===== config.mk =====
export PLATFORM = sky130hd
export DESIGN_NAME = tick_rate_generator
export DESIGN_NICKNAME = d
export VERILOG_FILES = /design/src/rtl/tick_rate_generator.sv
export SDC_FILE = /design/constraint.sdc
export NUM_CORES = 1
export LEC_CHECK = 0
export BUFFER_PORTS_ARGS = -buffer_cell sky130_fd_sc_hd__clkbuf_2
export CORE_MARGIN = 2
export CORE_UTILIZATION = 62
export DETAILED_ROUTE_END_ITERATION = 12
export GPL_TIMING_DRIVEN = 1
export PLACE_DENSITY = 0.81
export SLEW_MARGIN = 20
export SYNTH_ARGS = -nofsm -noshare
export SYNTH_HDL_FRONTEND = slang
export SYNTH_SLANG_ARGS = --single-unit

===== constraint.sdc =====
create_clock -name CLK_50MHz -period 3.2 [get_ports CLK_50MHz]
set_input_delay 0.16 -clock CLK_50MHz [delete_from_list [all_inputs] [get_ports CLK_50MHz]]
set_output_delay 0.16 -clock CLK_50MHz [all_outputs]
set_load 0.02 [all_outputs]

===== src/rtl/tick_rate_generator.sv =====
// Two-stage clock-enable tick generator: fast ticks every PRESCALE cycles, slow ticks every SLOW_DIV fast ticks.
// Optional 50 % duty square outputs are built only when TICK_SQUARE_OUT_EN is defined.
module tick_rate_generator #(
  parameter int CLK_FREQ_HZ = 50000000,
  parameter int FAST_HZ     = 100,
  parameter int SLOW_DIV    = 100
) (
  input  logic CLK_50MHz,
  input  logic rst,
  input  logic en,
  input  logic sync_clr,
  output logic tick_fast,
  output logic tick_slow,
  output logic sq_fast,
  output logic sq_slow
);

  localparam int PRESCALE = CLK_FREQ_HZ / FAST_HZ;
  localparam int W0 = $clog2(PRESCALE);
  localparam int W1 = $clog2(SLOW_DIV);

  localparam logic [W0-1:0] C0_TERM = W0'(PRESCALE - 1);
  localparam logic [W1-1:0] C1_TERM = W1'(SLOW_DIV - 1);

  if (CLK_FREQ_HZ % FAST_HZ != 0) begin : g_bad_ratio
    $fatal(1, "tick_rate_generator: CLK_FREQ_HZ must be a multiple of FAST_HZ");
  end
  if (PRESCALE < 2 || PRESCALE % 2 != 0) begin : g_bad_prescale
    $fatal(1, "tick_rate_generator: PRESCALE must be even and >= 2");
  end
  if (SLOW_DIV < 2 || SLOW_DIV % 2 != 0) begin : g_bad_slow_div
    $fatal(1, "tick_rate_generator: SLOW_DIV must be even and >= 2");
  end

  logic [W0-1:0] cnt0;
  logic [W1-1:0] cnt1;
  logic          wrap0;
  logic          wrap1;

  assign wrap0 = (cnt0 == C0_TERM);
  assign wrap1 = (cnt1 == C1_TERM);

  // Priority per edge: sync_clr, then en; a hold freezes counters and drops ticks.
  always_ff @(posedge CLK_50MHz or posedge rst) begin
    if (rst) begin
      cnt0      <= '0;
      cnt1      <= '0;
      tick_fast <= 1'b0;
      tick_slow <= 1'b0;
    end else if (sync_clr) begin
      cnt0      <= '0;
      cnt1      <= '0;
      tick_fast <= 1'b0;
      tick_slow <= 1'b0;
    end else if (en) begin
      cnt0      <= wrap0 ? '0 : cnt0 + W0'(1);
      tick_fast <= wrap0;
      if (wrap0) begin
        cnt1 <= wrap1 ? '0 : cnt1 + W1'(1);
      end
      tick_slow <= wrap0 && wrap1;
    end else begin
      tick_fast <= 1'b0;
      tick_slow <= 1'b0;
    end
  end

`ifdef TICK_SQUARE_OUT_EN
  localparam logic [W0-1:0] C0_HALF = W0'(PRESCALE / 2 - 1);
  localparam logic [W1-1:0] C1_HALF = W1'(SLOW_DIV / 2 - 1);

  // High for the second half of each counter period; sq_slow only moves on fast wraps.
  always_ff @(posedge CLK_50MHz or posedge rst) begin
    if (rst) begin
      sq_fast <= 1'b0;
      sq_slow <= 1'b0;
    end else if (sync_clr) begin
      sq_fast <= 1'b0;
      sq_slow <= 1'b0;
    end else if (en) begin
      if (wrap0) begin
        sq_fast <= 1'b0;
      end else if (cnt0 == C0_HALF) begin
        sq_fast <= 1'b1;
      end
      if (wrap0) begin
        if (wrap1) begin
          sq_slow <= 1'b0;
        end else if (cnt1 == C1_HALF) begin
          sq_slow <= 1'b1;
        end
      end
    end
  end
`else
  assign sq_fast = 1'b0;
  assign sq_slow = 1'b0;
`endif

endmodule


# [Word-level counts from Yosys, hierarchy flattened]
# Cells that the tools add are included.
[word_totals] ff_bits=28 latchBits=0 ramBits=0 romBits=0 inputBits=4 out_inout_bits=4 wordCells=23 memories=0
[classes] addsub=2 mul=0 div_mod_pow=0 n_lt_le_gt_ge=0 n_eq_ne=2 shift=0 muxes=11 bitwise_logic=0 reduce_logical=4
[ops] op="$mux W19" count=3
[ops] op="$mux W7" count=4
[ops] op="$add A19 B1 Y19 const B" count=1
[ops] op="$eq A19 B19 Y1 const B" count=1
[ops] op="$add A7 B1 Y7 const B" count=1
[ops] op="$eq A7 B7 Y1 const B" count=1
[ops] op="$mux W1" count=4
[ops] op="$reduce_bool A2 Y1" count=2
[ops] op="$reduce_and A2 Y1" count=1
[ops] op="$logic_and A1 B1 Y1" count=1

# [Logic depth before layout (Yosys ltp)]
# Gate-level depths: netlist of run 1.
[depth] ltp_word=5 ltp_mapped=6 depth_no_buf=5

# [Least setup slack after synthesis of run 1]
# OpenSTA, ideal clock, no wires.
[synth_path] kind="register -> register" from="register cnt0[0]" to="register cnt0[18]" setup_time_ns=0.073 arrival_time_ns=1.771 required_time_ns=3.127 path_slack_ns=1.356 path_stages_with_launch=6 n_path_buf=0 period_less_slack_ns=1.844 cell_sequence="dfrtp_1 -> ha_1 -> o211ai_2 -> or3_4 -> or4_4 -> a21oi_2"
[synth_via] elab_chain_cells=4 word_cells_on_any_way=5 classes_between="add/sub (1); eq/ne (1); mux (3)"
[synth_lines] item="start: declaration" line="35" text="logic [W0-1:0] cnt0;"
[synth_lines] item="start signal: assignment" line="56" text="cnt0 <= wrap0 ? '0 : cnt0 + W0'(1);"
[synth_lines] item="$add A19 B1 Y19 / $eq A19 B19 Y1 (equally long branches)" line="56, 40"
[synth_lines] item="$mux W19 (*)" line="56"
[synth_lines] item="$mux W19 (*)" line="55" text="end else if (en) begin"
[synth_lines] item="$mux W19 (*)" line="50" text="end else if (sync_clr) begin"
# Every way passes the cells marked *; elsewhere a longest branch is shown, timed or not. The select of a mux whose other input is x is not followed.
# A chain may end at the register's enable or synchronous reset.

# [Final worst setup path of run 1]
[layout_path] from="register cnt0[10]" to="register cnt1[0]"
[layout_via] elab_chain_cells=3
[layout_lines] item="$eq A19 B19 Y1" line="40" text="assign wrap0 = (cnt0 == C0_TERM);"
[layout_lines] item="$reduce_bool A2 Y1 (no line)"
[layout_lines] item="$reduce_and A2 Y1 (no line)"
[layout_lines] item="end signal: assignment" line="59" text="cnt1 <= wrap1 ? '0 : cnt1 + W1'(1);"
[layout_lines] item="end: declaration" line="36" text="logic [W1-1:0] cnt1;"
# No other way between the ends.

==> results of run 1 <==
per-layer routing:
layer | up-vias | routed length [um]
met5 | - | 0
met4 | 0 | 38
met3 | 4 | 81
li1 | 589 | -
met1 | 567 | 1330
met2 | 23 | 1430
cell usage in the layout, fill, tap and decap left out, drive strengths merged, types with 3 or more instances in the layout:
| cell type | netlist | layout |
|---|---|---|
| nor4 | 6 | 6 |
| nand4 | 5 | 5 |
| or3 | 6 | 6 |
| nor2 | 20 | 20 |
| inv | 5 | 5 |
| clkbuf | 0 | 9 |
| nand2 | 10 | 10 |
| xnor2 | 11 | 11 |
| nor4b | 5 | 5 |
| dfrtp | 28 | 28 |
| xor2 | 3 | 3 |
| nor3 | 3 | 3 |
| a21oi | 6 | 6 |
| o21ai | 3 | 3 |
| a221o | 4 | 4 |
| nor4bb | 4 | 4 |
| nand3 | 5 | 5 |
per-stage QoR:
step	hold slack, ns	instance area [um^2]	setup WS, ns
finish	0.140	1660	1.02
global route	0.127	1660	0.828
CTS	0.0671	1650	1.03
detailed placement	0.435	1610	1.07
global placement	0.422	1610	1.16
floorplan	0.225	1590	1.36
power by group through the flow:
stage	Sequential, mW	Clock [mW]	Combinational [mW]
4_1_cts	0.360	0.171	0.0277
2_1_floorplan	0.365	0	0.0248
3_3_place_gp	0.366	0	0.0259
5_1_grt	0.360	0.186	0.0321
6_report	0.359	0.169	0.0284
3_5_place_dp	0.366	0	0.0276
cell usage after synthesis (3+ instances only):
cell	n	area [um^2]
dfrtp_1	28	701
o21ai_0	3	15.0
xor2_1	3	26.3
nor2_1	20	75.1
nor4bb_1	4	40.0
nand4_1	4	25.0
or3_1	4	25.0
nor4b_1	5	43.8
inv_1	5	18.8
nor4_1	6	37.5
xnor2_1	11	96.3
nand2_1	10	37.5
a221o_1	4	40.0
nand3_1	5	25.0
a21oi_1	5	25.0
nor3_1	3	15.0
state kept, by name, indices dropped and copies added, names as in the netlist:
register / count
cnt0: 19
tick_slow: 1
tick_fast: 1
cnt1: 7
cells by family (layout without fill, tap and decap cells):
group | after synthesis | in the layout
other | 1 | 2
adders and majority gates | 2 | 2
buffers and inverters | 10 | 15
xor gates and xnor gates | 14 | 14
AOI/OAI and AO/OA | 23 | 23
DFF | 28 | 28
muxes | 1 | 1
and+or+nand+nor | 78 | 78
layout make-up:
type	instances	area (um^2)
tap	30	37.5
fill	190	796
multi-input combinational	120	831
timing repair buffer	6	35.0
clock buffer	4	36.3
sequential	28	701
inverter	5	18.8
worst max path at each step:
stage | from | end | depth (start not counted) | slack (ns)
2_1_floorplan | cnt0[0] | cnt0[18] | 5 | 1.36
3_3_place_gp | cnt0[5] | cnt1[0] | 4 | 1.16
3_5_place_dp | cnt0[10] | cnt1[0] | 4 | 1.07
4_1_cts | cnt0[10] | cnt1[0] | 4 | 1.03
5_1_grt | cnt0[10] | cnt1[0] | 4 | 0.83
6_report | cnt0[10] | cnt1[0] | 4 | 1.02
worst max-delay path: stages, from the launching register on:
cell	delay, ns
dfrtp_1	0.48
nor4b_1	0.44
nand4b_2	0.32
o21bai_2	0.64
mux2i_1	0.16
==> metrics.csv, run 1 <==
stage,metric,value,unit
route,vias per std cell,6.13,
setup_path,crit path DAT,2.36,ns
clock_network,Post-CTS Resized,0,
synthesis,Syn Std Cell Area,0.00159,mm^2
clock_network,Worst-path clk slew,0.14,ns
global_routing,met2 Use GR,39.9,%
sta,Final Cycle Share,68.0,%
power_and_ir_drop,Max IR drop VDD,0.000290,V
floorplan,effective utilization at floorplan,64.7,%
layout,Final Instance Count excl. Fillers,193,
synthesis,Compound-Gate Fraction of Synth Area,11.8,%
worst_hold_path,hold crit path type,in -> reg,
sta,Slew Limit Fails,0,
power_and_ir_drop,static leakage,0.655,nW
placement,port bufs,5,
synthesis,Post-synth top flop,dfrtp_1,
layout,Layout Area Growth over Synthesis,4.41,%
placement,dpl hpwl,2.12,mm
power_and_ir_drop,sequential power share,64.6,%
global_routing,met3 Usage GRT,2.46,%
placement,GP Congestion,0.909,
synthesis,post-synthesis cell type count,44,
synthesis,XOR/XNOR Fraction of Synth Area,7.72,%
power_and_ir_drop,net switching power,122,uW
floorplan,row count,18,
synthesis,number of flops mapped to enable cells by yosys,0,
sta,"Hold Vio Cnt, Final",0,
route,DR iter-0 viols,23,
route,DRT Pass-1 Iters,4,
sta,Setup TNS,0,ns
layout,diodes inserted,0,
global_routing,largest net degree at the start of global routing,29,
clock_network,TritonCTS clock tree,done,
setup_path,r2r setup slk,1.02,ns
route,DRC Markers,0,
worst_hold_path,Worst Hold Endpoint,cnt0[1],
power_and_ir_drop,"Power, Total",556,uW
synthesis,Syn Inst Count,157,
synthesis,Simple-Gate Fraction of Synth Area,30.1,%
route,final antenna-violating net count,0,
sta,RSZ-0062 raised after global routing,no,
placement,post-placement cell count,188,
route,WL per Instance,14.9,um
power_and_ir_drop,Int Power,434,uW
global_routing,antenna violations before repair,0,
layout,share of cells above drive strength 1,13.5,%
global_routing,met1 usage,27.5,%
global_routing,global route overflow,0,
clock_network,H-tree depth,1,
clock_network,hold buffers post-CTS,0,
global_routing,first-pass GRT wire length,4.89,mm
setup_path,worst path required time,3.38,ns
power_and_ir_drop,Sw Share,22.0,%
floorplan,boundary pin count,8,
synthesis,sequential element share of the synthesized area,44.1,%
setup_path,Worst setup EP type,flop,
synthesis,Seq cells post-synth,28,
power_and_ir_drop,clock power share,30.3,%
global_routing,Tot GR Track Use,22.3,%
setup_path,Critical R2R Launch,cnt0[10],
route,final WL,2.88,mm
power_and_ir_drop,combinational power share,5.1,%
setup_path,FF-to-FF End,cnt1[0],
synthesis,dominant combinational cell family by area after synthesis,simple AND/OR/NAND/NOR gates,
setup_path,crit path kind,reg -> reg,
power_and_ir_drop,PD cells,335,mW/mm^2
synthesis,Post-Syn Area per Cell,10.1,um^2
sta,relative slew slack,54.0,%
sta,Setup Skew,0.00457,ns
status,status,completed,
clock_network,postcts setup bufs,0,
clock_network,Clock Tree Root,clkbuf_4,
sta,Worst Tran Pin Value,0.690,ns
clock_network,cts bufs inserted,3,
synthesis,post-synthesis mux area share,0.630,%
sta,min Tclk post-route,2.18,ns
layout,Final Util,67.6,%
setup_path,FF-to-FF path depth,4,
clock_network,clk_lat worst skew,0.32,ns
setup_path,Worst Setup Start Kind,flop,
clock_network,Clock Path Buffers,2,
floorplan,Die Y,54.6,um
worst_hold_path,Min-Delay Path Depth,2,
synthesis,Synth async-reset ratio,100,%
floorplan,die area,0.00298,mm^2
global_routing,vias in the first global route,1139,
sta,Setup Viol. Count Final,0,
floorplan,core area,0.00245,mm^2
worst_hold_path,HP Start,sync_clr,
setup_path,CP Max Fanout,17,
sta,Max Fclk,459,MHz
synthesis,synthesized-area fraction occupied by adder cells,1.57,%
job,MaxCap Viol Count,0,
floorplan,Die X,54.6,um
synthesis,synth warn,0,
global_routing,gr busiest metal,met2,
route,DR vias,1183,
clock_network,clk sinks,28,
layout,Final nets,170,
No activity file was read; power rests on OpenSTA's default activity.
==> run 2, diff against run 1 <==
Settings changed: ABC_AREA set to 1, CORE_UTILIZATION 62 to 54, PLACE_DENSITY 0.81 to 0.74.
Clock period 3.2 ns to 2 ns, I/O delays scaled along.
==> metrics.csv, run 2 <==
stage,metric,value,unit
status,status,completed,
power_and_ir_drop,combinational power share,7.0,%
sta,Setup TNS,0,ns
floorplan,Die Y,60.3,um
power_and_ir_drop,Int Power,661,uW
placement,placed inst area,0.00177,mm^2
synthesis,Synth area leader,dfrtp_1,
setup_path,Worst setup EP type,flop,
sta,RSZ-0062 raised after global routing,no,
global_routing,vias in the first global route,1360,
layout,Reg area,701,um^2
synthesis,Synth top area share,41.0,%
route,final antenna-violating net count,0,
worst_hold_path,hold crit path type,in -> reg,
layout,Final nets,263,
sta,Slew Limit Fails,0,
synthesis,Seq cells post-synth,28,
power_and_ir_drop,PD cells,479,mW/mm^2
layout,filler instances,292,
synthesis,Post-synth top flop,dfrtp_1,
layout,"commonest non-fill, non-tap cell in the layout",nand2_1,
layout,Final Util,59.9,%
clock_network,clk sinks,28,
layout,most frequent cells in the layout,"nand2_1 (60), nor2_1 (52), inv_1 (32)",
synthesis,number of flops mapped to enable cells by yosys,0,
worst_hold_path,Min-Delay Path Depth,3,
placement,post-placement cell count,294,
sta,Setup Viol. Count Final,0,
clock_network,Worst-path clk slew,0.15,ns
setup_path,CP endpoint,cnt1[2],
global_routing,Tot GR Track Use,21.2,%
setup_path,r2r setup slk,0.37,ns
global_routing,first-pass GRT wire length,5.80,mm
clock_network,clk_lat worst skew,0.32,ns
clock_network,Clock Path Buffers,2,
synthesis,"count leader, synth",nand2_1,
setup_path,crit path kind,reg -> reg,
sta,min Tclk post-route,1.63,ns
synthesis,Syn Inst Count,247,
setup_path,CP Max Fanout,19,
clock_network,Clock Tree Root,clkbuf_4,
power_and_ir_drop,sequential power share,66.7,%
route,final WL,3.25,mm
floorplan,Die X,60.3,um
layout,diodes inserted,0,
layout,Layout Area Growth over Synthesis,6.08,%
power_and_ir_drop,static leakage,0.861,nW
route,DR iter-0 viols,37,
synthesis,Syn Std Cell Area,0.00171,mm^2
power_and_ir_drop,"Power, Total",868,uW
route,DRT Pass-1 Iters,4,
synthesis,post-synthesis cell type count,27,
route,WL per Instance,10.9,um
floorplan,effective utilization at floorplan,56.4,%
clock_network,cts bufs inserted,3,
job,MaxCap Viol Count,0,
clock_network,Post-CTS Resized,0,
synthesis,sequential element share of the synthesized area,41.0,%
power_and_ir_drop,Sw Share,23.9,%
setup_path,worst path required time,2.23,ns
route,DRC Markers,0,
route,DR vias,1485,
clock_network,H-tree depth,1,
layout,post-route cell area,0.00181,mm^2
sta,"Hold Vio Cnt, Final",0,
global_routing,global route overflow,0,
floorplan,die area,0.00363,mm^2
layout,Final Instance Count excl. Fillers,299,
layout,Multi-input gate area,837,um^2
sta,Max Fclk,615,MHz
layout,number of flip-flops in the largest register,19,
power_and_ir_drop,net switching power,207,uW
synthesis,Post-Syn Area per Cell,6.92,um^2
synthesis,"top cells by count, synth","nand2_1 (60), nor2_1 (52), inv_1 (32)",
setup_path,FF-to-FF End,cnt1[2],
placement,port bufs,5,
floorplan,row count,20,
route,vias per std cell,4.97,
setup_path,Worst Setup Start Kind,flop,
synthesis,Synth async-reset ratio,100,%
layout,biggest regs,"cnt0: 19 flops, cnt1: 7 flops",
layout,Largest Register,cnt0,
clock_network,TritonCTS clock tree,done,
synthesis,Area contributors post-synth,"dfrtp_1 (41%), nand2_1 (13%), nor2_1 (11%)",
placement,dpl hpwl,2.40,mm
synthesis,synth warn,0,
power_and_ir_drop,Max IR drop VDD,0.000311,V
setup_path,crit path DAT,1.86,ns
global_routing,antenna violations before repair,0,
setup_path,FF-to-FF path depth,10,
layout,share of cells above drive strength 1,9.02,%
sta,Setup Skew,0.00901,ns
floorplan,boundary pin count,8,
floorplan,core area,0.00303,mm^2
sta,Final Cycle Share,81.3,%
placement,GP Congestion,0.867,
setup_path,Critical R2R Launch,cnt0[0],
global_routing,largest net degree at the start of global routing,29,
setup_path,critical path launch point,cnt0[0],
power_and_ir_drop,clock power share,26.3,%
## run 2: cell count changes after synthesis, moves of 5 or more
cell | previous run | this run
nand2_1 | 10 | 60
nor2_1 | 20 | 52
inv_1 | 5 | 32
nand3_1 | 5 | 24
xnor2_1 | 11 | 4
nor3_1 | 3 | 9
nor4_1 | 6 | 0
nor4b_1 | 5 | 0
## run 2: critical path, cell delays in order, from the launching register on
cell and delay (ns):
dfrtp_1 0.41, ha_1 0.22, nand2_1 0.09, inv_1 0.06
nand2_1 0.07, nor2_2 0.13, nand3_2 0.11, nand2_4 0.21
inv_4 0.11, nand2_1 0.08, nand2_1 0.06
## run 2: power groups by stage
stage	Sequential, mW	Clock, mW	Combinational, mW
after global placement	0.590	0	0.0582
after detailed placement	0.590	0	0.0584
after floorplan	0.589	0	0.0465
after CTS	0.580	0.241	0.0600
after global routing	0.581	0.265	0.0693
final	0.580	0.228	0.0607
## run 2: how the worst min path moves through the flow
stage / startpoint / end / slack [ns]
floorplan: rst / cnt0[0] / 0.17
global placement: rst / cnt1[6] / 0.16
detailed placement: rst / cnt0[14] / 0.17
CTS: sync_clr / cnt0[4] / 0.01
global route: en / cnt0[1] / 0.09
finish: en / cnt0[0] / 0.1
## run 2: stage by stage
step | hold slack (ns) | setup slack, ns
global placement | 0.162 | 0.442
floorplan | 0.165 | 0.544
global route | 0.0936 | 0.186
finish | 0.0992 | 0.373
CTS | 0.0106 | 0.367
detailed placement | 0.168 | 0.373
## run 2: kinds of logic after synthesis
logic type / after synthesis / share of synthesized area, %
flip-flops: 28 / 41.0
AND/OR/NAND/NOR: 161 / 41.5
adder cells (fa/ha/maj): 2 / 1.46
other: 1 / 0.219
buffers and inverters: 41 / 10.2
AO/OA/AOI/OAI: 8 / 2.49
XOR/XNOR: 6 / 3.07
## run 2: final cells by class
class                   count  area share [%]
flip-flops and latches     28            38.6
multi-input cells         179            46.2
well taps                  44            3.04
inverters                  36            7.59
repair buffers              9            3.31
clock buffers               3            1.24
## run 2: timing repair
action,CTS,global route
buffers inserted,0,0
hold buffers,1,1
endpoints found under the setup margin,0,0
hold endpoints to repair,28,1
## run 2: metal layers
metal	routed length (um)	vias to the layer above	GRT usage, %
met2	1560	31	33.5
met1	1570	667	28.8
li1	-	783	-
met4	23	0	7.30
met5	0	-	0
met3	107	4	4.33
==> run 3, diff against run 2 <==
Clock period 2 ns to 1.4 ns, I/O delays scaled along.
==> metrics.csv, run 3 (synthesis gave the netlist of run 2 again) <==
stage,metric,value,unit
route,DR iter-0 viols,107,
placement,port bufs,5,
clock_network,TritonCTS clock tree,done,
status,failing checks,setup timing,
setup_path,crit path kind,reg -> reg,
setup_path,worst path cell trace,ha_2 > nand2_2 > inv_2 > nand2_4 > nor2_4 > nand3_2 > nand2_4 > buf_12 > nor3b_4,
floorplan,die area,0.00363,mm^2
setup_path,Critical Path Slowest Stage Cell,dfrtp_1,
clock_network,Worst-path clk slew,0.14,ns
power_and_ir_drop,Int Power,968,uW
power_and_ir_drop,combinational power share,9.9,%
sta,Max Fclk,672,MHz
placement,DP Worst Slack,-0.0429,ns
floorplan,effective utilization at floorplan,56.4,%
layout,most frequent cells in the layout,"nand2_1 (57), nor2_1 (46), inv_1 (31)",
setup_path,WP buf/inv,2,
floorplan,boundary pin count,8,
global_routing,antenna violations before repair,0,
status,status,"finished, violations left",
setup_path,Worst setup EP type,flop,
setup_path,most repeated library cell on the critical path,nand2_4,
power_and_ir_drop,Max IR drop VDD,0.000500,V
layout,Largest Register,cnt0,
route,DRT Pass-1 Iters,4,
clock_network,cts bufs inserted,3,
route,WL per Instance,11.8,um
power_and_ir_drop,sequential power share,64.6,%
route,DR vias,1639,
setup_path,Worst Setup Start Kind,flop,
power_and_ir_drop,Sw Share,24.1,%
power_and_ir_drop,static leakage,1.02,nW
placement,dpl hpwl,2.46,mm
placement,placed inst area,0.00191,mm^2
layout,biggest regs,"cnt0: 19 flops, cnt1: 7 flops",
floorplan,Die Y,60.3,um
setup_path,worst path required time,1.64,ns
job,MaxCap Viol Count,0,
setup_path,"CP delay by family, top",simple AND/OR/NAND/NOR gates,
setup_path,stages on the worst setup path,9,
global_routing,vias in the first global route,1427,
route,final WL,3.84,mm
sta,"Hold Vio Cnt, Final",0,
floorplan,Die X,60.3,um
clock_network,clk sinks,28,
sta,PnR worst setup slack,-0.0874,ns
floorplan,row count,20,
global_routing,global route overflow,0,
layout,share of cells above drive strength 1,22.4,%
route,final antenna-violating net count,0,
setup_path,FF-to-FF path depth,9,
placement,GP Congestion,0.861,
sta,min Tclk post-route,1.49,ns
global_routing,Tot GR Track Use,22.1,%
layout,number of flip-flops in the largest register,19,
sta,Setup Skew,0.00325,ns
global_routing,first-pass GRT wire length,6.02,mm
clock_network,Clock Tree Root,clkbuf_4,
global_routing,largest net degree at the start of global routing,29,
layout,diodes inserted,0,
clock_network,clk_lat worst skew,0.32,ns
sta,Setup TNS,-1.10,ns
setup_path,crit path DAT,1.73,ns
setup_path,CP Max Fanout,11,
clock_network,Clock Path Buffers,2,
sta,Final Cycle Share,106,%
sta,Slew Limit Fails,0,
floorplan,core area,0.00303,mm^2
sta,RSZ-0062 raised after global routing,yes,
power_and_ir_drop,"Power, Total",1.28,mW
route,vias per std cell,5.04,
worst_hold_path,Min-Delay Path Depth,3,
power_and_ir_drop,PD cells,607,mW/mm^2
worst_hold_path,hold crit path type,in -> reg,
clock_network,H-tree depth,1,
power_and_ir_drop,net switching power,308,uW
layout,Layout Area Growth over Synthesis,23.0,%
route,DRC Markers,0,
sta,Setup Viol. Count Final,25,
setup_path,Worst path max stage delay,0.41,ns
layout,post-route cell area,0.00210,mm^2
layout,"commonest non-fill, non-tap cell in the layout",nand2_1,
layout,Final nets,289,
power_and_ir_drop,clock power share,25.5,%
-- run 3: cell count changes in the layout (fill, tap and decap cells not counted), sizes merged --
cell	before	now
buf	2	27
nand2	62	63
-- run 3: tightest hold or removal path, stage by stage --
cell and delay, ns:
clkbuf_2 0.12, xnor2_1 0.12, nor2_1 0.04
-- run 3: final timing paths --
path | from | endpoint | slack [ns]
max | cnt0[0] | cnt0[5] | -0.09
min | en | cnt0[0] | 0.06
max reg2reg | cnt0[0] | cnt0[5] | -0.09
min reg2reg | cnt1[6] | cnt1[6] | 0.56
max in group asynchronous | rst | tick_slow | 0.82
min in group asynchronous | rst | cnt0[15] | 0.32
-- run 3: area by class of cell --
| cell class | instances | area (um^2) |
|---|---|---|
| clock buffer | 3 | 22.5 |
| fill | 234 | 926 |
| inverter | 36 | 138 |
| multi-input combinational | 180 | 922 |
| sequential | 28 | 701 |
| tap | 44 | 55.1 |
| timing repair buffer | 34 | 264 |
-- run 3: metrics by stage --
stage	hold WS, ns	instances	util, %
after global placement	0.132	310	62.9
after CTS	0.0392	319	66.0
after global routing	0.0722	325	69.4
final	0.0579	325	69.4
after detailed placement	0.134	310	62.9
after floorplan	0.135	248	-
-- run 3: what timing repair did --
item	in CTS	in global routing
setup endpoints to repair	23	26
hold endpoints to repair	29	0
pin swaps	4	3
hold buffers	2	0
buffers inserted	3	6
resized for setup	6	16
gates cloned	1	0
-- run 3: power groups by stage --
stage,combinational (mW),sequential [mW],clock (mW)
CTS,0.121,0.824,0.347
floorplan,0.0668,0.841,0
global placement,0.104,0.840,0
global route,0.140,0.826,0.364
detailed placement,0.105,0.840,0
finish,0.126,0.824,0.325
-- run 3: routing by layer --
| layer | GRT usage [%] | wire length (um) |
|---|---|---|
| met2 | 37.4 | 1960 |
| met3 | 2.16 | 134 |
| met1 | 29.9 | 1730 |
| met5 | 0 | 0 |
| met4 | 6.67 | 20 |
